## src/rtl/o3_router.sv

```systemverilog
// 1-input, 3-output wormhole router: input flit FIFO, head-locked routing FSM,
// one-flit register per output port and a saturating drop counter.
module o3_router #(
    parameter int unsigned DEPTH  = 4,
    parameter int unsigned ADDR_W = 2
) (
    input  logic        clk,
    input  logic        reset,
    input  logic [15:0] input_data,
    input  logic        input_req,
    output logic        input_bussy,
    output logic [15:0] output_data1,
    output logic [15:0] output_data2,
    output logic [15:0] output_data3,
    output logic        output_req1,
    output logic        output_req2,
    output logic        output_req3,
    input  logic        output_bussy1,
    input  logic        output_bussy2,
    input  logic        output_bussy3,
    output logic [7:0]  drop_count
);

    localparam int unsigned FLIT_W = 16;
    localparam int unsigned CNT_W  = ADDR_W + 1;
    localparam int unsigned DROP_W = 8;
    localparam int unsigned NPORT  = 3;

    typedef enum logic [1:0] {IDLE, FWD, DROP} state_e;

    state_e                  state_q, state_d;
    logic [FLIT_W-1:0]       mem_q [DEPTH];
    logic [ADDR_W-1:0]       wr_ptr_q, rd_ptr_q;
    logic [CNT_W-1:0]        count_q, count_d;
    logic                    bussy_q;
    logic [NPORT-1:0]        lock_q, lock_d;
    logic [NPORT-1:0]        oreq_q;
    logic [FLIT_W-1:0]       odata_q [NPORT];
    logic [DROP_W-1:0]       drop_q;

    logic                    push, pop, drop, nonempty;
    logic                    f_head, f_tail;
    logic [FLIT_W-1:0]       head_flit;
    logic [NPORT-1:0]        dest_oh, free, load, obussy;

    assign push      = input_req & ~bussy_q;
    assign nonempty  = (count_q != '0);
    assign head_flit = mem_q[rd_ptr_q];
    assign f_head    = (head_flit[15:14] == 2'b00);
    assign f_tail    = (head_flit[15:13] == 3'b011);
    assign obussy    = {output_bussy3, output_bussy2, output_bussy1};
    assign free      = ~oreq_q | ~obussy;
    assign count_d   = count_q + CNT_W'(push) - CNT_W'(pop);

    always_comb begin
        dest_oh = '0;
        case (head_flit[12:11])
            2'b01:   dest_oh = 3'b001;
            2'b10:   dest_oh = 3'b010;
            2'b11:   dest_oh = 3'b100;
            default: dest_oh = '0;
        endcase
    end

    // Flit storage needs no reset; occupancy is tracked by count_q.
    always_ff @(posedge clk) begin
        if (push) begin
            mem_q[wr_ptr_q] <= input_data;
        end
    end

    always_ff @(posedge clk or negedge reset) begin
        if (!reset) begin
            wr_ptr_q <= '0;
            rd_ptr_q <= '0;
            count_q  <= '0;
            bussy_q  <= 1'b0;
        end else begin
            if (push) wr_ptr_q <= wr_ptr_q + ADDR_W'(1);
            if (pop)  rd_ptr_q <= rd_ptr_q + ADDR_W'(1);
            count_q <= count_d;
            bussy_q <= (count_d == CNT_W'(DEPTH));
        end
    end

    always_ff @(posedge clk or negedge reset) begin
        if (!reset) begin
            state_q <= IDLE;
            lock_q  <= '0;
        end else begin
            state_q <= state_d;
            lock_q  <= lock_d;
        end
    end

    // Routing decision on the FIFO head flit; a port may be reloaded while draining.
    always_comb begin
        state_d = state_q;
        lock_d  = lock_q;
        pop     = 1'b0;
        load    = '0;
        drop    = 1'b0;
        case (state_q)
            IDLE: begin
                if (nonempty) begin
                    if (f_head && (dest_oh != '0)) begin
                        if ((dest_oh & free) != '0) begin
                            pop     = 1'b1;
                            load    = dest_oh;
                            lock_d  = dest_oh;
                            state_d = FWD;
                        end
                    end else begin
                        pop  = 1'b1;
                        drop = 1'b1;
                        if (f_head) state_d = DROP;
                    end
                end
            end
            FWD: begin
                if (nonempty && ((lock_q & free) != '0)) begin
                    pop  = 1'b1;
                    load = lock_q;
                    if (f_tail) state_d = IDLE;
                end
            end
            DROP: begin
                if (nonempty) begin
                    pop  = 1'b1;
                    drop = 1'b1;
                    if (f_tail) state_d = IDLE;
                end
            end
            default: state_d = IDLE;
        endcase
    end

    always_ff @(posedge clk or negedge reset) begin
        if (!reset) begin
            oreq_q <= '0;
            for (int i = 0; i < NPORT; i++) odata_q[i] <= '0;
        end else begin
            for (int i = 0; i < NPORT; i++) begin
                if (load[i]) begin
                    odata_q[i] <= head_flit;
                    oreq_q[i]  <= 1'b1;
                end else if (oreq_q[i] && !obussy[i]) begin
                    oreq_q[i]  <= 1'b0;
                end
            end
        end
    end

    always_ff @(posedge clk or negedge reset) begin
        if (!reset) begin
            drop_q <= '0;
        end else if (drop && (drop_q != {DROP_W{1'b1}})) begin
            drop_q <= drop_q + DROP_W'(1);
        end
    end

    assign input_bussy  = bussy_q;
    assign output_req1  = oreq_q[0];
    assign output_req2  = oreq_q[1];
    assign output_req3  = oreq_q[2];
    assign output_data1 = odata_q[0];
    assign output_data2 = odata_q[1];
    assign output_data3 = odata_q[2];
    assign drop_count   = drop_q;

endmodule

```

## config.mk

```make
export PLATFORM = sky130hd
export DESIGN_NAME = o3_router
export DESIGN_NICKNAME = d
export VERILOG_FILES = /design/src/rtl/o3_router.sv
export SDC_FILE = /design/constraint.sdc
export NUM_CORES = 1
export LEC_CHECK = 0
export ABC_AREA = 1
export CAP_MARGIN = 20
export CORE_MARGIN = 5
export CORE_UTILIZATION = 40
export CTS_CLUSTER_SIZE = 16
export DETAILED_ROUTE_END_ITERATION = 12
export PLACE_DENSITY = 0.72
export SKIP_CTS_REPAIR_TIMING = 1
export SLEW_MARGIN = 20
export SYNTH_ARGS = -nofsm -noshare
export SYNTH_HDL_FRONTEND = slang
export SYNTH_SLANG_ARGS = --single-unit
```

## constraint.sdc

```tcl
create_clock -name clk -period 3.8 [get_ports clk]
set_input_delay 0.76 -clock clk [delete_from_list [all_inputs] [get_ports clk]]
set_output_delay 0.76 -clock clk [all_outputs]
set_load 0.05 [all_outputs]
```

# [Word-level counts from Yosys, hierarchy flattened]
# Memory sizes are Yosys's and may differ from the RTL's.
# Cells that the tools add are included.
[word_totals] output_inout_bits=60 mem_bits_rw=64 inputBits=22 memories=1 wordCells=90 regBits=72
[op_classes] reduce_logical=20 add_sub_neg=5 bitwise=7 n_eq_ne=13 n_mux=31
[memory_table] memory="mem_q" depth=4 width=16 read_ports=1 rd_ports_with_merged_regs=0 wr=1 line_no="32" text="logic [FLIT_W-1:0] mem_q [DEPTH];"
[ops] cell="1-bit two-way mux" count=15
[ops] cell="2-bit two-way mux" count=7
[ops] cell="3-bit two-way mux" count=4
[ops] cell="3-bit nonzero test" count=4
[ops] cell="3-bit case mux with 3 select lines" count=1
[ops] cell="8-bit by 1-bit adder with 8-bit output, second input constant" count=1
[ops] cell="8-bit != test, second input constant" count=1
[ops] cell="3-bit AND" count=2
[ops] cell="2-bit == test, second input constant" count=3
[ops] cell="1-bit logical AND" count=6
[ops] cell="2-bit != test, second input constant" count=3
[ops] cell="3-bit != test, second input constant" count=2
[ops] cell="3-bit inverter" count=2
[ops] cell="2-bit case mux with 3 select lines" count=1
[ops] cell="3-bit case mux with 2 select lines" count=1
[ops] cell="2-bit nonzero test" count=3
[ops] cell="5-bit AND reduction" count=1
[ops] cell="2-bit by 1-bit adder with 2-bit output, second input constant" count=2
[ops] cell="2-bit by 1-bit == test with 1-bit output, second input constant" count=2
[ops] cell="2-bit zero test" count=2
[ops] cell="4-bit AND reduction" count=1
[ops] cell="3-bit by 1-bit adder with 3-bit output" count=1
[ops] cell="3-bit by 2-bit == test with 1-bit output, second input constant" count=1
[ops] cell="3-bit == test, second input constant" count=1
[ops] cell="7 further kinds" count=9

# [Longest topological paths before layout]
# Gate-level depths: netlist of run 1.
# An unclocked memory read counts as a cell.
[depth] ltp_word=11 ltp_mapped=19

# [Worst setup path after synthesis of run 1]
# OpenSTA, ideal clock, no wires.
[synth_timing] kind="input-to-reg" from="in output_bussy1" to="reg bussy_q, in the netlist input_bussy" stages=18 required_ns=3.712 t_arrival_ns=2.764 setup_slack_ns=0.948 setup_ns=0.088 cell_sequence="nand2_1 nand2_1 nand3_1 nand2_1 inv_1 nand2_1 o21ai_0 inv_1 nand2_1 nand2_1 inv_1 ha_1 inv_1 ha_1 fa_1 xnor2_1 xor2_1 nor3b_1"
[synth_between] elab_chain_cells=10
[synth_rtl] item="start, declared" line_no="18" text="input logic output_bussy1,"
[synth_rtl] item="3-bit inverter *" line_no="52" text="assign free = ~oreq_q | ~obussy;"
[synth_rtl] item="3-bit OR *" line_no="52"
[synth_rtl] item="3-bit AND" line_no="107" text="if ((dest_oh & free) != '0) begin"
[synth_rtl] item="3-bit nonzero test" line_no="107"
[synth_rtl] item="1-bit two-way mux" line_no="107"
[synth_rtl] item="1-bit two-way mux" line_no="106" text="if (f_head && (dest_oh != '0)) begin"
[synth_rtl] item="1-bit two-way mux" line_no="105" text="if (nonempty) begin"
[synth_rtl] item="1-bit case mux with 3 select lines *" line_no="103" text="case (state_q)"
[synth_rtl] item="via pop" line_no="41" text="logic push, pop, drop, nonempty;"
[synth_rtl] item="3-bit by 1-bit subtractor with 3-bit output *" line_no="53" text="assign count_d = count_q + CNT_W'(push) - CNT_W'(pop);"
[synth_rtl] item="via count_d[2]" line_no="34" text="logic [CNT_W-1:0] count_q, count_d;"
[synth_rtl] item="3-bit == test *" line_no="82" text="bussy_q <= (count_d == CNT_W'(DEPTH));"
[synth_rtl] item="end signal, assigned" line_no="82"
[synth_rtl] item="end, declared" line_no="35" text="logic bussy_q;"
# The timed path passes the listed nets; every way through them passes the cells marked *.
# A chain may end at the register's enable or synchronous reset.

# [Worst setup path in the final report of run 1]
[layout_timing] from="reg rd_ptr_q[0]" to="reg bussy_q, in the netlist input_bussy"
[layout_between] elab_chain_cells=11
[layout_rtl] item="start, declared" line_no="33" text="logic [ADDR_W-1:0] wr_ptr_q, rd_ptr_q;"
[layout_rtl] item="start signal, assigned" line_no="80" text="if (pop) rd_ptr_q <= rd_ptr_q + ADDR_W'(1);"
[layout_rtl] item="memory read 4 x 16 bit *"
[layout_rtl] item="2-bit == test or 2-bit by 1-bit == test with 1-bit output (tied branches)" line_no="57" text="case (head_flit[12:11])"
[layout_rtl] item="3-bit case mux with 3 select lines" line_no="57"
[layout_rtl] item="3-bit AND" line_no="107"
[layout_rtl] item="3-bit nonzero test" line_no="107"
[layout_rtl] item="1-bit two-way mux" line_no="107"
[layout_rtl] item="1-bit two-way mux *" line_no="106"
[layout_rtl] item="1-bit two-way mux *" line_no="105"
[layout_rtl] item="1-bit case mux with 3 select lines *" line_no="103"
[layout_rtl] item="via pop" line_no="41"
[layout_rtl] item="3-bit by 1-bit subtractor with 3-bit output *" line_no="53"
[layout_rtl] item="via count_d[2]" line_no="34"
[layout_rtl] item="3-bit == test *" line_no="82"
# Marks and branches as above.

==> impl_metrics.ini, run 1 <==
[clock_tree]
clk_pin_slew_ps = 60
cts_max_path_buffers = 2
htree_num_levels = 4
clock-sinks = 136
root_buffer = clkbuf_16
cts_tree = done
numCtsBuffers = 17
clk_latency_ps = 420

[critical_path]
critPathRequiredTime_ps = 4120
worst-setup-path-type = reg2reg
cp_top_family = simple AND/OR/NAND/NOR gates
path_max_fanout = 20
endpoint_kind = flip-flop
critPathMaxStageDelay_ps = 490
worstPathArrival_ps = 3590
crit_chain = buf_4, nand2_1, nand3_2, nand2_2, nand3_1, nand3_1, o21bai_1, nand2_1, nand2_1, inv_1, ha_1, inv_1, ha_1, fa_1, xnor2_1, xor2_1, nor3b_1
cp-start-kind = flip-flop
cpMostUsedCell = nand2_1
path_buf_inv = 3
slowest_stage = dfrtp_1

[floorplan]
fp.dieW_um = 129.9
boundaryPins = 82
rows = 43
die-area_mm2 = 0.01687
core_mm2 = 0.01399
die_y_um = 129.9
initial_core_util_pct = 41.10

[synth]
synth_edf_count = 64
syn_nets = 586
synth_area_per_cell_um2 = 10.42
ys_seq_area_share_pct = 64.77
syn_area_mm2 = 0.005749
ys_top_cells_by_area = edfxtp_1 (33%), dfrtp_1 (31%), nand2_1 (13%)
syn_inst = 552
ys_ff_latch = 136
synth_warnings = 0
ys_types = 30
ys.flop_type = dfrtp_1
yosysTopAreaCell = edfxtp_1
async_flop_share_pct = 52.94
netlist.area_leader.share_pct = 33.43

[placed_design]
gp_congestion = 0.8568
portBuffers = 81
dp_cells = 801
dp_hpwl_um = 8695

[global_route]
track_usage_pct = 15.58
grt_start_max_net_pins = 50
overflow = 0
grt_pass1_vias = 4257
grt_pass1_wl_um = 20800
antenna_found_initial = 0

[power]
switching_share_pct = 43.52
p_int_mw = 4.131
power.density_mw_per_mm2 = 1002
p_seq_share_pct = 31.4
p_leak_nw = 3.216
power.total_mw = 7.314
clkPwrFrac_pct = 23.6
switching_power_mw = 3.183
p_comb_share_pct = 45.0
peakVddDrop_v = 0.0003933

[route]
drt_iter0_markers = 430
drt-pass1-iter-count = 4
num_vias = 4120
viasPerCell = 4.952
drt_wl_total_um = 12590
ant_nets = 0
drc = 0
wl_per_cell_um = 15.13

[sta]
grt_setup_unrepaired = no
finalSetupTns_ps = 0
tightest_slew_ps = 618.3
max_freq_mhz = 306.2
skew_ps = 14.62
hold_violations = 0
layout_min_cycle_time_ps = 3266
finalMaxSlewViolations = 0
slew_headroom_pct = 58.78
setup_violations = 0
period_share_pct = 85.95

[final_layout]
nFillCells = 1178
drive_above_1_share_pct = 9.663
areaGrowthSynthToFinish_pct = 27.01
finalNetCount = 674
antenna_cells = 0
final_cell_count_no_fill = 832

[job]
maxCapViolCount = 0

[outcome]
outcome = complete, no violations

[min_path]
worst_hold_path_type = in2async
## cell families (layout without fill, tap and decap cells)
family	after synthesis	after routing	synth area share, %
adder cells (fa/ha/maj)	12	12	2.742
buffers and inverters	58	158	5.484
XOR/XNOR	10	10	1.523
AND/OR/NAND/NOR	275	275	19.76
AO/OA/AOI/OAI	61	61	5.724
flip-flops	136	136	64.77
## stage by stage
stage | hold WS [ps] | setup WS, ps | area [um2] | util, %
floorplan | 452.4 | 947.6 | 5749 | -
global placement | 456.3 | 371.1 | 6675 | 47.72
detailed placement | 464.5 | 286.1 | 6675 | 47.72
CTS | 478.7 | 543.6 | 7300 | 52.18
global route | 407.5 | 218.9 | 7302 | 52.20
finish | 347.2 | 534.0 | 7302 | 52.20
## path summary, 6_finish.rpt
check | startpoint | end | slack, ps | cells after the start
setup / recovery | rd_ptr_q[0]$_DFFE_PN0P_ | input_bussy$_DFF_PN0_ | 530 | 17
hold reg to reg | output_data1[9]$_DFFE_PN0P_ | output_data1[9]$_DFFE_PN0P_ | 480 | 2
setup reg to reg | rd_ptr_q[0]$_DFFE_PN0P_ | input_bussy$_DFF_PN0_ | 530 | 17
hold / removal | reset | output_data1[9]$_DFFE_PN0P_ | 350 | 1
min in group clk | output_data1[9]$_DFFE_PN0P_ | output_data1[9]$_DFFE_PN0P_ | 480 | 2
max in group asynchronous | reset | output_data3[15]$_DFFE_PN0P_ | 2680 | 2
## cells in the mapped netlist (2+ instances only)
master / count
a21oi_1: 3
buf_4: 4
buf_6: 10
clkbuf_1: 5
dfrtp_1: 72
edfxtp_1: 64
ha_1: 11
inv_1: 33
inv_2: 3
nand2_1: 194
nand2_2: 11
nand3_1: 22
nand3_2: 2
nor2_1: 36
nor2_2: 3
nor3_1: 3
nor3b_1: 2
o21ai_0: 29
o21ai_1: 15
o21ai_2: 2
o22ai_1: 11
xnor2_1: 3
xor2_1: 7
## cell usage in the layout, fill, tap and decap left out, types with 3 or more instances in the layout
master,netlist,layout
nand2_1,194,194
clkdlybuf4s50_1,0,80
dfrtp_1,72,72
edfxtp_1,64,64
nor2_1,36,36
inv_1,33,33
o21ai_0,29,29
nand3_1,22,22
clkbuf_16,0,17
o21ai_1,15,15
nand2_2,11,11
o22ai_1,11,11
ha_1,11,11
buf_4,4,9
xor2_1,7,7
bufinv_16,0,4
inv_6,1,3
xnor2_1,3,3
nor2_2,3,3
inv_2,3,3
a21oi_1,3,3
nor3_1,3,3
clkinv_4,0,3
## final cells by class
type                       count  area (um2)  share of cell area (%)
sequential                   136        3724                   50.99
multi-input combinational    358        1710                   23.42
timing repair buffer          89       868.3                   11.89
clock buffer                  18       429.2                   5.877
tap                          180       225.2                   3.084
clock inverter                13       195.2                   2.673
inverter                      38       150.1                   2.056
## worst reg2reg max path: stages, from the launching register on
cell and delay, ps:
dfrtp_1 490, buf_4 290, nand2_1 120, nand3_2 90, nand2_2 100, nand3_1 140, nand3_1 120, o21bai_1 150
nand2_1 120, nand2_1 90, inv_1 40, ha_1 260, inv_1 40, ha_1 180, fa_1 380, xnor2_1 180
xor2_1 190, nor3b_1 200
## state kept, by name, indices dropped and copies added, names as in the netlist, 2 cells and up
| register | cells |
|---|---|
| mem_q | 64 |
| output_data1 | 16 |
| output_data2 | 16 |
| output_data3 | 16 |
| drop_count | 8 |
| count_q | 3 |
| lock_q | 3 |
| oreq_q | 3 |
| rd_ptr_q | 2 |
| state_q | 2 |
| wr_ptr_q | 2 |
## power groups by stage
stage	logic, mW	clock network [mW]	registers (mW)
3_5_place_dp	3.31	0	2.32
5_1_grt	3.60	1.81	2.35
4_1_cts	3.33	1.75	2.30
2_1_floorplan	1.45	0	3.16
6_report	3.29	1.73	2.30
3_3_place_gp	3.21	0	2.30
## routing by layer
metal / wire [um] / vias to the layer above / global-route usage, %
met1: 5221 / 2006 / 19.55
met4: 202 / 0 / 7.702
met3: 847 / 17 / 3.438
met5: 0 / - / 0
met2: 6317 / 119 / 25.60
li1: - / 1978 / -
No activity file was read; power rests on OpenSTA's default activity.
==> inputs of run 2 (changes only) <==
clock period = 3.6 ns   (was 3.8 ns; I/O delays follow)
==> run 2 against run 1 <==
  * Sequential share of layout area rose by 0.25 points
  * Clock-buffer cell count fell by 1
  * Routed wire length fell by 0.90%
  * Final cell count rose by 0.36%
  * Maximum frequency rose by 0.56%
  * Design area fell by 0.45%
  * Non-clock buffer count rose by 1
  * Global-route usage fell by 0.13 points
  * Clock skew fell by 6.5 ps
  * Flip-flop and latch count did not move
  * Critical path depth fell by 1
  * Utilization fell by 0.23 points
  * Largest power group unchanged
==> impl_metrics.ini, run 2 (synthesized netlist as in run 1, its figures left out) <==
[floorplan]
fp.dieW_um = 129.9
rows = 43
core_mm2 = 0.01399
die-area_mm2 = 0.01687
boundaryPins = 82
initial_core_util_pct = 41.10
die_y_um = 129.9

[critical_path]
worst-setup-path-type = reg2reg
path_max_fanout = 20
cp-start-kind = flip-flop
crit_end = input_bussy$_DFF_PN0_
timing.rr.end = input_bussy$_DFF_PN0_
reg2reg_depth = 16
r2r_start = rd_ptr_q[1]$_DFFE_PN0P_
endpoint_kind = flip-flop
startpoint = rd_ptr_q[1]$_DFFE_PN0P_
critPathRequiredTime_ps = 3910
reg2reg_slack_ps = 350
worstPathArrival_ps = 3560

[sta]
finalSetupTns_ps = 0
slew_headroom_pct = 63.94
setup_violations = 0
max_freq_mhz = 307.9
layout_min_cycle_time_ps = 3248
hold_violations = 0
finalMaxSlewViolations = 0
grt_setup_unrepaired = no
period_share_pct = 90.22
skew_ps = 8.100
tightest_slew_ps = 540.9

[power]
p_comb_share_pct = 45.7
power.density_mw_per_mm2 = 1044
p_leak_nw = 3.202
p_seq_share_pct = 32.0
peakVddDrop_v = 0.0004139
switching_share_pct = 44.99
clkPwrFrac_pct = 22.3
switching_power_mw = 3.414
p_int_mw = 4.174

[clock_tree]
clk_latency_ps = 420
cts_tree = done
numCtsBuffers = 17
clock-sinks = 136
htree_num_levels = 4
cts_max_path_buffers = 2
root_buffer = clkbuf_16
clk_pin_slew_ps = 60

[route]
num_vias = 4121
viasPerCell = 4.935
drt_wl_total_um = 12480
drt_iter0_markers = 428
wl_per_cell_um = 14.94
ant_nets = 0
drt-pass1-iter-count = 5
drc = 0

[global_route]
grt_pass1_vias = 4174
track_usage_pct = 15.45
grt_start_max_net_pins = 37
grt_pass1_wl_um = 20360
antenna_found_initial = 0
overflow = 0

[final_layout]
final_cell_count_no_fill = 835
finalNetCount = 675
regArea_mm2 = 0.003725
drive_above_1_share_pct = 10.24
multiInputGateArea_mm2 = 0.001710
top_register = mem_q
final_common_cell = nand2_1
nFillCells = 1178
final_cell_mix = nand2_1 (194), clkdlybuf4s50_1 (80), dfrtp_1 (71)
largest_register_ffs = 64
areaGrowthSynthToFinish_pct = 26.44

[min_path]
worst_hold_path_type = in2async

[job]
maxCapViolCount = 0

[outcome]
outcome = complete, no violations

[placed_design]
dp_hpwl_um = 8652
gp_congestion = 0.8295
dp_cells = 802
portBuffers = 81
-- run 2: worst min path at each step --
| stage | start | end | slack (ps) | cells past startpoint |
|---|---|---|---|---|
| floorplan | reset | count_q[0]$_DFF_PN0_ | 420 | 0 |
| global placement | output_data1[0]$_DFFE_PN0P_ | output_data1[0]$_DFFE_PN0P_ | 460 | 2 |
| detailed placement | output_data2[9]$_DFFE_PN0P_ | output_data2[9]$_DFFE_PN0P_ | 460 | 2 |
| CTS | reset | output_data1[9]$_DFFE_PN0P_ | 290 | 1 |
| global route | reset | output_data1[9]$_DFFE_PN0P_ | 310 | 1 |
| finish | reset | output_data1[9]$_DFFE_PN0P_ | 280 | 1 |
-- run 2: through the flow --
| stage | hold slack (ps) | total power, mW | area (um2) | setup slack (ps) | util [%] |
|---|---|---|---|---|---|
| floorplan | 424.4 | 4.873 | 5749 | 787.6 | - |
| global placement | 458.2 | 5.818 | 6683 | 216.0 | 47.77 |
| global route | 314.2 | 8.048 | 7267 | 88.86 | 51.95 |
| CTS | 287.5 | 7.636 | 7266 | 266.3 | 51.94 |
| finish | 278.9 | 7.587 | 7269 | 352.2 | 51.97 |
| detailed placement | 457.7 | 5.931 | 6683 | 61.61 | 47.77 |
-- run 2: worst max-delay path, stage by stage (launching register included) --
cell and delay, ps:
dfrtp_1 570, inv_4 180, nand3_1 140, nand2_2 130
nand2_2 110, nand3_4 120, o21bai_1 170, nand2_1 120
nand2_1 90, inv_1 40, ha_1 260, inv_1 40
ha_1 180, fa_1 380, xnor2_1 170, xor2_1 190
nor3b_1 230
-- run 2: power groups by stage --
stage,clock (mW),combinational (mW),sequential [mW]
after global placement,0,3.38,2.44
after global routing,1.78,3.77,2.50
after floorplan,0,1.54,3.34
final,1.69,3.47,2.43
after detailed placement,0,3.47,2.46
after CTS,1.71,3.49,2.43
-- run 2: layout make-up --
cell class / instances / area share, %
Sequential cell: 136 / 51.24
Multi-Input combinational cell: 358 / 23.53
Timing Repair Buffer: 90 / 12.01
Clock buffer: 17 / 5.852
Tap cell: 180 / 3.098
Clock inverter: 15 / 2.169
Inverter: 38 / 2.065
Antenna cell: 1 / 0.03442
-- run 2: layer usage --
layer | wire length (um) | vias to the layer above | GRT usage [%]
li1 | - | 1986 | -
met1 | 5299 | 1987 | 19.68
met2 | 6176 | 128 | 25.84
met3 | 759 | 20 | 3.397
met4 | 239 | 0 | 6.051
met5 | 0 | - | 0
